$ cat src/rtl/bin2bcd_seq.sv
// Sequential shift-and-add-3 binary-to-BCD converter with start/busy/done handshake.
// One input bit is shifted per clock; bcd/ovf update only on the completing edge.
module bin2bcd_seq #(
  parameter int WIDTH  = 5,
  parameter int DIGITS = 2
) (
  input  logic                  CLOCK_50,
  input  logic                  RESET,
  input  logic                  start,
  input  logic [WIDTH-1:0]      bin,
  output logic                  busy,
  output logic                  done,
  output logic [4*DIGITS-1:0]   bcd,
  output logic                  ovf
);
  localparam int BW = 4 * DIGITS;
  localparam int CW = $clog2(WIDTH + 1);

  typedef enum logic {IDLE = 1'b0, SHIFT = 1'b1} state_t;

  state_t          state_q, state_d;
  logic [CW-1:0]   cnt_q, cnt_d;
  logic [WIDTH-1:0] sh_q, sh_d;
  logic [BW-1:0]   scr_q, scr_d;
  logic            acc_q, acc_d;
  logic            done_q, done_d;
  logic [BW-1:0]   bcd_q, bcd_d;
  logic            ovf_q, ovf_d;
  logic [BW-1:0]   corr;

  // State register plus datapath flops
  always_ff @(posedge CLOCK_50) begin
    if (RESET) begin
      state_q <= IDLE;
      cnt_q   <= '0;
      sh_q    <= '0;
      scr_q   <= '0;
      acc_q   <= 1'b0;
      done_q  <= 1'b0;
      bcd_q   <= '0;
      ovf_q   <= 1'b0;
    end else begin
      state_q <= state_d;
      cnt_q   <= cnt_d;
      sh_q    <= sh_d;
      scr_q   <= scr_d;
      acc_q   <= acc_d;
      done_q  <= done_d;
      bcd_q   <= bcd_d;
      ovf_q   <= ovf_d;
    end
  end

  // Add-3 correction of every digit, applied before the shift
  always_comb begin
    corr = scr_q;
    for (int k = 0; k < DIGITS; k++) begin
      if (scr_q[4*k +: 4] >= 4'd5) corr[4*k +: 4] = scr_q[4*k +: 4] + 4'd3;
    end
  end

  // Next-state and datapath updates
  always_comb begin
    state_d = state_q;
    cnt_d   = cnt_q;
    sh_d    = sh_q;
    scr_d   = scr_q;
    acc_d   = acc_q;
    done_d  = 1'b0;
    bcd_d   = bcd_q;
    ovf_d   = ovf_q;
    case (state_q)
      IDLE: begin
        if (start) begin
          sh_d    = bin;
          scr_d   = '0;
          acc_d   = 1'b0;
          cnt_d   = CW'(WIDTH);
          state_d = SHIFT;
        end
      end
      SHIFT: begin
        sh_d  = sh_q << 1;
        scr_d = {corr[BW-2:0], sh_q[WIDTH-1]};
        // Bit pushed out of the top digit means a discarded higher digit is nonzero
        acc_d = acc_q | corr[BW-1];
        cnt_d = cnt_q - CW'(1);
        if (cnt_q == CW'(1)) begin
          bcd_d   = scr_d;
          ovf_d   = acc_d;
          done_d  = 1'b1;
          state_d = IDLE;
        end
      end
      default: state_d = IDLE;
    endcase
  end

  // Outputs
  always_comb begin
    busy = (state_q == SHIFT);
    done = done_q;
    bcd  = bcd_q;
    ovf  = ovf_q;
  end
endmodule

$ cat config.mk
export PLATFORM = sky130hd
export DESIGN_NAME = bin2bcd_seq
export DESIGN_NICKNAME = d
export VERILOG_FILES = /design/src/rtl/bin2bcd_seq.sv
export SDC_FILE = /design/constraint.sdc
export NUM_CORES = 1
export LEC_CHECK = 0
export ABC_AREA = 1
export CAP_MARGIN = 20
export CORE_MARGIN = 5
export CORE_UTILIZATION = 45
export DETAILED_ROUTE_END_ITERATION = 8
export HOLD_SLACK_MARGIN = 0.15
export PLACE_DENSITY = 0.69
export SLEW_MARGIN = 10
export SYNTH_ARGS = -nofsm -noshare
export SYNTH_HDL_FRONTEND = slang
export SYNTH_SLANG_ARGS = --single-unit
export TNS_END_PERCENT = 1
$ cat constraint.sdc
create_clock -name CLOCK_50 -period 1.1 [get_ports CLOCK_50]
set_input_delay 0.22 -clock CLOCK_50 [delete_from_list [all_inputs] [get_ports CLOCK_50]]
set_output_delay 0.22 -clock CLOCK_50 [all_outputs]
set_load 0.01 [all_outputs]
* Word-level counts from Yosys, hierarchy flattened
Cells that the tools add are included.
** Storage, ports and cells
- Bits in registers :: 28
- Input port bits :: 8
- Output and inout bits :: 11
- Word-level logic and storage cells :: 33
** Operators by class
- Add/sub/neg operators :: 3
- $lt $le $gt $ge :: 2
- Equality and inequality tests :: 2
- Muxes and demuxes :: 14
- Bitwise operators :: 2
- Reductions and logical operators :: 2
** Operators by type and width (count)
- 8-bit case mux with 2 select lines :: 1
- 5-bit case mux with 2 select lines :: 1
- 4-bit by 2-bit adder with 4-bit output (second input constant) :: 2
- 4-bit by 3-bit >= comparator with 1-bit output (second input constant) :: 2
- 4-bit two-way mux :: 2
- 8-bit two-way mux :: 1
- 3-bit case mux with 2 select lines :: 1
- 5-bit two-way mux :: 1
- 1-bit two-way mux :: 4
- 1-bit case mux with 2 select lines :: 2
- 3-bit by 1-bit equality test with 1-bit output (second input constant) :: 1
- 3-bit two-way mux :: 1
- 3-bit by 1-bit subtractor with 3-bit output (second input constant) :: 1
- 2-bit != test (second input constant) :: 1
- 2-bit AND reduction :: 1
- 2-bit OR reduction :: 1
- 1-bit inverter :: 1
- 1-bit OR :: 1

* Longest topological paths before layout
Gate-level depths: netlist (run 1).
- Word-level depth :: 4
- Gate-level depth with buffers :: 9

* Worst setup path after synthesis (run 1)
OpenSTA, ideal clock, no wires.
- Kind :: flip-flop to flip-flop
- Start :: reg scr_q[4]
- End :: reg scr_q[7]
- Arrival time :: 1102 ps
- Setup slack :: -67 ps
- Stages on the path, launching flop included :: 10
- Path buffers :: 0
- Period minus slack after synthesis :: 1167 ps
- Cells stage by stage :: dfxtp_1 inv_1 ha_1 inv_1 nand2_1 nand2_1 o21ai_0 o22ai_1 inv_1 nor2_1
** Between the ends
- Longest elaborated chain between the ends :: 3
- Elaborated cells on any way between the ends :: 4
- Classes of those cells :: add/sub: 1; order compare: 1; mux: 2
** RTL lines
- start: declaration :: RTL line 24 : logic [BW-1:0] scr_q, scr_d;
- start signal: assignment :: RTL line 46 : scr_q <= scr_d;
- 4-bit by 2-bit adder with 4-bit output / 4-bit by 3-bit >= comparator with 1-bit output (equally long branches) :: RTL line 58 : if (scr_q[4*k +: 4] >= 4'd5) corr[4*k +: 4] = scr_q[4*k +: 4] + 4'd3;
- 4-bit two-way mux * :: RTL line 58
- 8-bit case mux with 2 select lines * :: RTL line 72 : case (state_q)
Every way passes the cells marked *; elsewhere a longest branch is shown, timed or not.
A chain may end at the register's enable or synchronous reset.

* Final worst setup path (run 1)
- Start :: reg scr_q[0]
- End :: reg scr_q[4]
The elaborated chain is that of the path after synthesis.

==> results.py, run 1 <==
metrics = {
    "status": {
        "status": "finished with violations",
        "violations": "negative setup slack",
    },
    "drt": {
        "first_iter_violations": 64,
        "top_layer": "met3",
        "routedWlPerCell_um": 12.67,
        "met2_length_mm": 1.462,
        "drc": 0,
        "first_pass_iters": 4,
        "routed_wl_mm": 2.951,
        "viasPerCell": 5.116,
        "routedLengthMet1_mm": 1.324,
        "antenna_left": 0,
        "wl_met3_um": 165,
        "vias": 1192,
    },
    "cts": {
        "numCtsBuffers": 3,
        "clockBufferDepth": 2,
        "cts-root-buf": "clkbuf_4",
        "htreeDepth": 1,
        "clock_latency_ns": 0.33,
        "clk_pin_slew_worst_paths_ns": 0.16,
        "cts.sinks": 28,
        "cts_tree": "yes",
    },
    "layout": {
        "drive_gt1_frac": 0.3762,
        "antenna_cells": 0,
        "nets": 217,
        "n_fill_cell": 240,
        "area_growth_pct": 34.24,
        "instances_no_fill": 233,
        "final_util": 0.6297,
    },
    "synthesis": {
        "synthCells": 168,
        "yosysSeqAreaShare": 0.4371,
        "yosysUniqueCellTypes": 23,
        "synth-seq-cells": 28,
        "synth_edf_count": 0,
        "avgSynthCellArea_um2": 7.634,
        "async_flop_share": 0,
        "synth_common_cells": "nand2_1, dfxtp_1, inv_1, nand3_1, a21oi_1",
        "syn_area_mm2": 0.001282,
        "synth_top_area_cell": "dfxtp_1",
        "yosysMostFrequentCell": "nand2_1",
        "synth.top_cell.area_share": 0.4371,
        "synth_flop_cell": "dfxtp_1",
        "syn-num-nets": 182,
        "ys_warn_count": 0,
        "synth_area_leaders": "dfxtp_1, nand2_1, nand3_1",
    },
    "sta": {
        "max_freq_ghz": 0.8034,
        "maxSlewHeadroom": 0.8303,
        "rsz0062_at_grt": "true",
        "final-hold-violation-count": 0,
        "fin_ws_ns": -0.1447,
        "min_period_ns": 1.245,
        "slew_violations": 0,
        "tightest_slew_ns": 0.2537,
        "skew_ns": 0.009446,
        "period_share": 1.132,
        "setup_viol": 13,
        "whs_ns": 0.4556,
    },
    "worst_setup_path": {
        "critical_path_class": "register to register",
        "regToRegSetupSlack_ns": -0.14,
        "cp.buffers_inverters": 3,
        "path_max_fanout": 4,
        "start_kind": "register",
        "crit_slowest_cell": "dfxtp_4",
        "timing.rr.start": "scr_q[0]$_SDFFE_PP0P_",
        "path_delay_family": "flip-flops",
        "startpoint": "scr_q[0]$_SDFFE_PP0P_",
        "timing.rr.end": "scr_q[4]$_SDFFE_PP0P_",
        "r2r_cells": 8,
        "crit_path_end_kind": "register",
        "crit_chain": "inv_4 > ha_4 > inv_2 > o21ai_4 > nand2_2 > buf_6 > nand3_1 > a21oi_2",
        "max_stage_delay_ns": 0.39,
        "cp.required_ns": 1.34,
        "critPathArrivalTime_ns": 1.49,
    },
    "pwr": {
        "internal_power_mw": 1.373,
        "comb_power_share": 0.141,
        "cellPowerDensity_mw_per_mm2": 1070,
        "switchingPower_mw": 0.4686,
        "ir_drop_uv": 619.4,
        "total_power_mw": 1.842,
        "power_frac_clock": 0.275,
        "p_sw_frac": 0.2544,
        "seqPwrFrac": 0.584,
        "p_leak_nw": 0.7487,
    },
    "place": {
        "dp_cells": 226,
        "pre_cts_slack_ns": -0.2598,
        "place_congestion": 0.7672,
        "port_buffers": 18,
        "place_hpwl_mm": 2.133,
    },
    "hold_path": {
        "hp-class": "input pin to register",
        "whs_path_depth": 3,
        "min_from": "bin[0]",
        "hold_path_end": "sh_q[0]$_SDFFE_PP0P_",
    },
    "floorplan": {
        "ioPinCount": 19,
        "die_area_mm2": 0.004018,
        "fp.dieW_um": 63.39,
        "core.rowCount": 19,
        "core_mm2": 0.002734,
        "start_util": 0.4691,
        "die_h_um": 63.39,
    },
    "global_route": {
        "grt_pass1_vias": 1238,
        "antenna_found_initial": 0,
        "overflow": 0,
        "grt_pass1_wl_mm": 5.175,
        "track_usage": 0.1555,
        "grt_max_degree": 16,
    },
    "run": {
        "drv_cap": 0,
    },
}
routing by layer:
layer	vias up	global-route usage
met5	-	0
met4	0	0.05195
met3	0	0.03730
met2	34	0.2589
met1	541	0.1950
li1	617	-
registers in the layout (all words and copies together) (netlist names):
signal / flops
bcd: 8
scr_q: 8
sh_q: 5
cnt_q: 3
acc_q: 1
busy: 1
done: 1
ovf: 1
power by group through the flow:
stage                     clock network [mW]  logic (mW)  registers, mW
final                                  0.507       0.260           1.08
after global routing                   0.564       0.294           1.08
after CTS                              0.527       0.231           1.07
after detailed placement                   0       0.233           1.09
after global placement                     0       0.229           1.09
after floorplan                            0       0.144           1.09
tightest hold or removal path, delay by kind of cell:
kind                   cells  cell delay [ns]
buffers and inverters      1             0.40
AND/OR/NAND/NOR            1             0.08
AO/OA/AOI/OAI              1             0.06
placed cells by master, fill, tap and decap left out, types with 2 or more instances in the layout:
cell / n
o221ai_2: 3
nand2_1: 38
clkbuf_4: 3
buf_2: 10
o21ai_0: 4
a21oi_1: 10
inv_1: 11
ha_1: 2
a21oi_2: 2
dfxtp_2: 13
nand2_2: 4
nor3_1: 4
inv_2: 6
dfxtp_1: 12
ha_4: 3
buf_6: 4
dfxtp_4: 3
o21ai_1: 6
nand3_1: 17
nor2_1: 9
buf_4: 12
clkdlybuf4s50_1: 7
inv_4: 6
repair_timing:
action | CTS | global route
gates resized for setup | 60 | 34
hold buffers | 0 | 0
pin swaps | 4 | 6
endpoints found under the hold margin | 0 | 0
setup buffers | 1 | 2
endpoints found under the setup margin | 34 | 28
kinds of logic (layout without fill, tap and decap cells):
kind of cell / after synthesis / in the layout / synth area share
adder cells (fa/ha/maj): 6 / 6 / 0.05854
buffers and inverters: 27 / 61 / 0.09853
AO/OA/AOI/OAI: 30 / 30 / 0.1366
AND/OR/NAND/NOR: 76 / 76 / 0.2625
XOR/XNOR: 1 / 1 / 0.006831
flip-flops: 28 / 28 / 0.4371
per-stage QoR:
stage / instance area, µm² / setup TNS, ns
after floorplan: 1310 / -0.02983
after global placement: 1599 / -4.844
after detailed placement: 1599 / -5.378
after CTS: 1608 / -0.9405
after global routing: 1722 / -2.533
final: 1722 / -1.072
cell type report:
cell class | count | area, µm² | area share
sequential | 28 | 588.1 | 0.3416
tap | 31 | 38.79 | 0.02253
timing repair buffer | 34 | 275.3 | 0.1599
multi-input combinational | 113 | 681.9 | 0.3961
clock buffer | 4 | 36.28 | 0.02108
inverter | 23 | 101.3 | 0.05887
how the worst max path moves through the flow:
stage          cells after the start                     to  slack [ns]
6_report                           8  scr_q[4]$_SDFFE_PP0P_       -0.14
3_5_place_dp                       5   sh_q[2]$_SDFFE_PP0P_       -0.26
3_3_place_gp                       5  scr_q[3]$_SDFFE_PP0P_       -0.25
4_1_cts                            7  scr_q[1]$_SDFFE_PP0P_       -0.13
2_1_floorplan                      8  scr_q[1]$_SDFFE_PP0P_       -0.02
5_1_grt                            8    bcd[4]$_SDFFE_PP0P_       -0.21
(Power assumes the default switching activity.)
==> run 2: changes to the inputs <==
--- a/config.mk
+++ b/config.mk
@@ -14,2 +14,3 @@
 export PLACE_DENSITY = 0.69
+export REMOVE_ABC_BUFFERS = 1
 export SLEW_MARGIN = 10
==> constraint.sdc (replaced) <==
create_clock -name CLOCK_50 -period 1.1 [get_ports CLOCK_50]
set_input_delay 0.275 -clock CLOCK_50 [delete_from_list [all_inputs] [get_ports CLOCK_50]]
set_output_delay 0.275 -clock CLOCK_50 [all_outputs]
set_load 0.01 [all_outputs]
==> run 2 against run 1 <==
  * The flow still finishes with violations (negative setup slack)
  * Core utilization rose by 3.4 points
  * Non-clock buffer count rose by 5
  * Hold slack got worse by 0.11 ns
  * Setup slack got worse by 0.0016 ns
  * Fmax fell by 0.13%
  * Global-route usage barely moved
  * Clock-buffer cell count fell by 1
  * Register-to-register slack barely moved
  * Routed wire length rose by 3.2%
  * Sequential share of layout area fell by 1.8 points
  * Sequential power barely moved
  * Design area rose by 5.4%
  * Critical path type unchanged
==> results.py, run 2 (synthesis results as in run 1) <==
metrics = {
    "pwr": {
        "cellPowerDensity_mw_per_mm2": 968.5,
        "p_leak_nw": 0.7764,
        "ir_drop_uv": 814.4,
    },
    "layout": {
        "drive_gt1_frac": 0.4272,
        "nets": 222,
        "area_growth_pct": 41.46,
        "multi_input_area_um2": 710.7,
        "antenna_cells": 0,
        "final_common_cell": "nand2_1",
        "final_cell_mix": "nand2_1, buf_4, dfxtp_2",
        "seqCellArea_um2": 586.8,
        "n_fill_cell": 233,
    },
    "worst_setup_path": {
        "critical_path_class": "register to register",
        "start_kind": "register",
        "path_max_fanout": 3,
        "timing.rr.start": "scr_q[5]$_SDFFE_PP0P_",
        "critPathArrivalTime_ns": 1.53,
        "max_stage_delay_ns": 0.38,
        "crit_path_end_kind": "register",
        "path_delay_family": "flip-flops",
        "startpoint": "scr_q[5]$_SDFFE_PP0P_",
        "crit_chain": "inv_4 > ha_2 > o21ai_4 > nand2_2 > nand2_2 > buf_4 > nand3_1 > nand2_1",
        "worst_path_most_repeated_cell": "nand2_2",
        "crit_slowest_cell": "dfxtp_2",
        "cp.buffers_inverters": 2,
        "cp.required_ns": 1.38,
    },
    "sta": {
        "fin_ws_ns": -0.1463,
        "final-hold-violation-count": 0,
        "tightest_slew_ns": 0.2641,
        "setup_viol": 14,
        "whs_ns": 0.3435,
        "maxSlewHeadroom": 0.8236,
        "min_period_ns": 1.246,
        "period_share": 1.133,
        "skew_ns": 0.0007562,
        "slew_violations": 0,
        "rsz0062_at_grt": "true",
        "max_freq_ghz": 0.8024,
    },
    "cts": {
        "cts-root-buf": "clkbuf_4",
        "htreeDepth": 1,
        "clockBufferDepth": 2,
        "cts_tree": "yes",
        "clk_pin_slew_worst_paths_ns": 0.14,
        "cts.sinks": 28,
        "clock_latency_ns": 0.32,
        "numCtsBuffers": 3,
    },
    "place": {
        "port_buffers": 18,
        "place_congestion": 0.8016,
        "pre_cts_slack_ns": -0.3181,
        "place_hpwl_mm": 2.139,
    },
    "global_route": {
        "antenna_found_initial": 0,
        "grt_pass1_vias": 1204,
        "track_usage": 0.1551,
        "overflow": 0,
        "grt_max_degree": 15,
        "grt_pass1_wl_mm": 5.016,
    },
    "drt": {
        "viasPerCell": 5.333,
        "first_pass_iters": 5,
        "routedWlPerCell_um": 12.85,
        "antenna_left": 0,
        "first_iter_violations": 78,
        "drc": 0,
        "vias": 1264,
        "routed_wl_mm": 3.046,
    },
    "hold_path": {
        "hp-class": "input pin to register",
        "min_from": "start",
    },
    "floorplan": {
        "core.rowCount": 19,
        "fp.dieW_um": 63.39,
        "die_h_um": 63.39,
        "die_area_mm2": 0.004018,
        "core_mm2": 0.002734,
        "ioPinCount": 19,
        "start_util": 0.4691,
    },
    "run": {
        "drv_cap": 0,
    },
    "status": {
        "violations": "negative setup slack",
        "status": "finished with violations",
    },
}
## run 2: cell types whose count changed in the layout (fill, tap and decap cells not counted), moves of 4 or more
| cell | before | now |
|---|---|---|
| buf_2 | 10 | 1 |
| buf_4 | 12 | 20 |
| buf_6 | 4 | 11 |
| o21ai_0 | 4 | 8 |
| o21ai_1 | 6 | 2 |
## run 2: cell type report
type | instances | area share
Tap cell | 31 | 0.02138
Inverter | 23 | 0.05724
Timing Repair Buffer | 39 | 0.1938
Sequential cell | 28 | 0.3234
Multi-Input combinational cell | 113 | 0.3917
Clock buffer | 3 | 0.01241
## run 2: metal layers
| metal | global-route usage | vias to the layer above | wire (µm) |
|---|---|---|---|
| li1 | - | 626 | - |
| met1 | 0.1641 | 580 | 1264 |
| met2 | 0.2754 | 47 | 1517 |
| met3 | 0.04263 | 11 | 183 |
| met4 | 0.08052 | 0 | 80 |
| met5 | 0 | - | 0 |
## run 2: final timing paths
check | end | slack (ns) | cells after the start
min | sh_q[0]$_SDFFE_PP0P_ | 0.34 | 3
max | bcd[6]$_SDFFE_PP0P_ | -0.15 | 8
max reg2reg | bcd[6]$_SDFFE_PP0P_ | -0.15 | 8
min reg2reg | bcd[2]$_SDFFE_PP0P_ | 0.47 | 2
## run 2: timing repair
action / in CTS / in global routing
pin swaps: 7 / 10
gates resized for setup: 78 / 38
hold endpoints to repair: 0 / 0
hold buffers: 0 / 0
gates cloned: 0 / 0
endpoints found under the setup margin: 30 / 31
setup buffers: 3 / 3
## run 2: stage by stage
stage / utilization / std cells / instance area, µm² / setup TNS, ns / power (mW)
6_report: 0.6636 / 237 / 1814 / -1.129 / 1.757
5_1_grt: 0.6636 / 237 / 1814 / -2.676 / 1.850
4_1_cts: 0.5982 / 234 / 1635 / -1.150 / 1.750
3_3_place_gp: 0.5757 / 228 / 1574 / -6.624 / 1.324
2_1_floorplan: - / 164 / 1242 / -2.801 / 1.206
3_5_place_dp: 0.5757 / 228 / 1574 / -7.292 / 1.332
## run 2: tightest hold or removal path: stages
cell and delay (ns):
dlymetal6s2s_1 0.19, nand3_1 0.11, a21oi_1 0.06
## run 2: report_power, final
part / switching [mW] / internal [mW] / total, mW
clock network: 0.294 / 0.129 / 0.422
registers: 0.0217 / 1.05 / 1.07
logic: 0.141 / 0.126 / 0.266
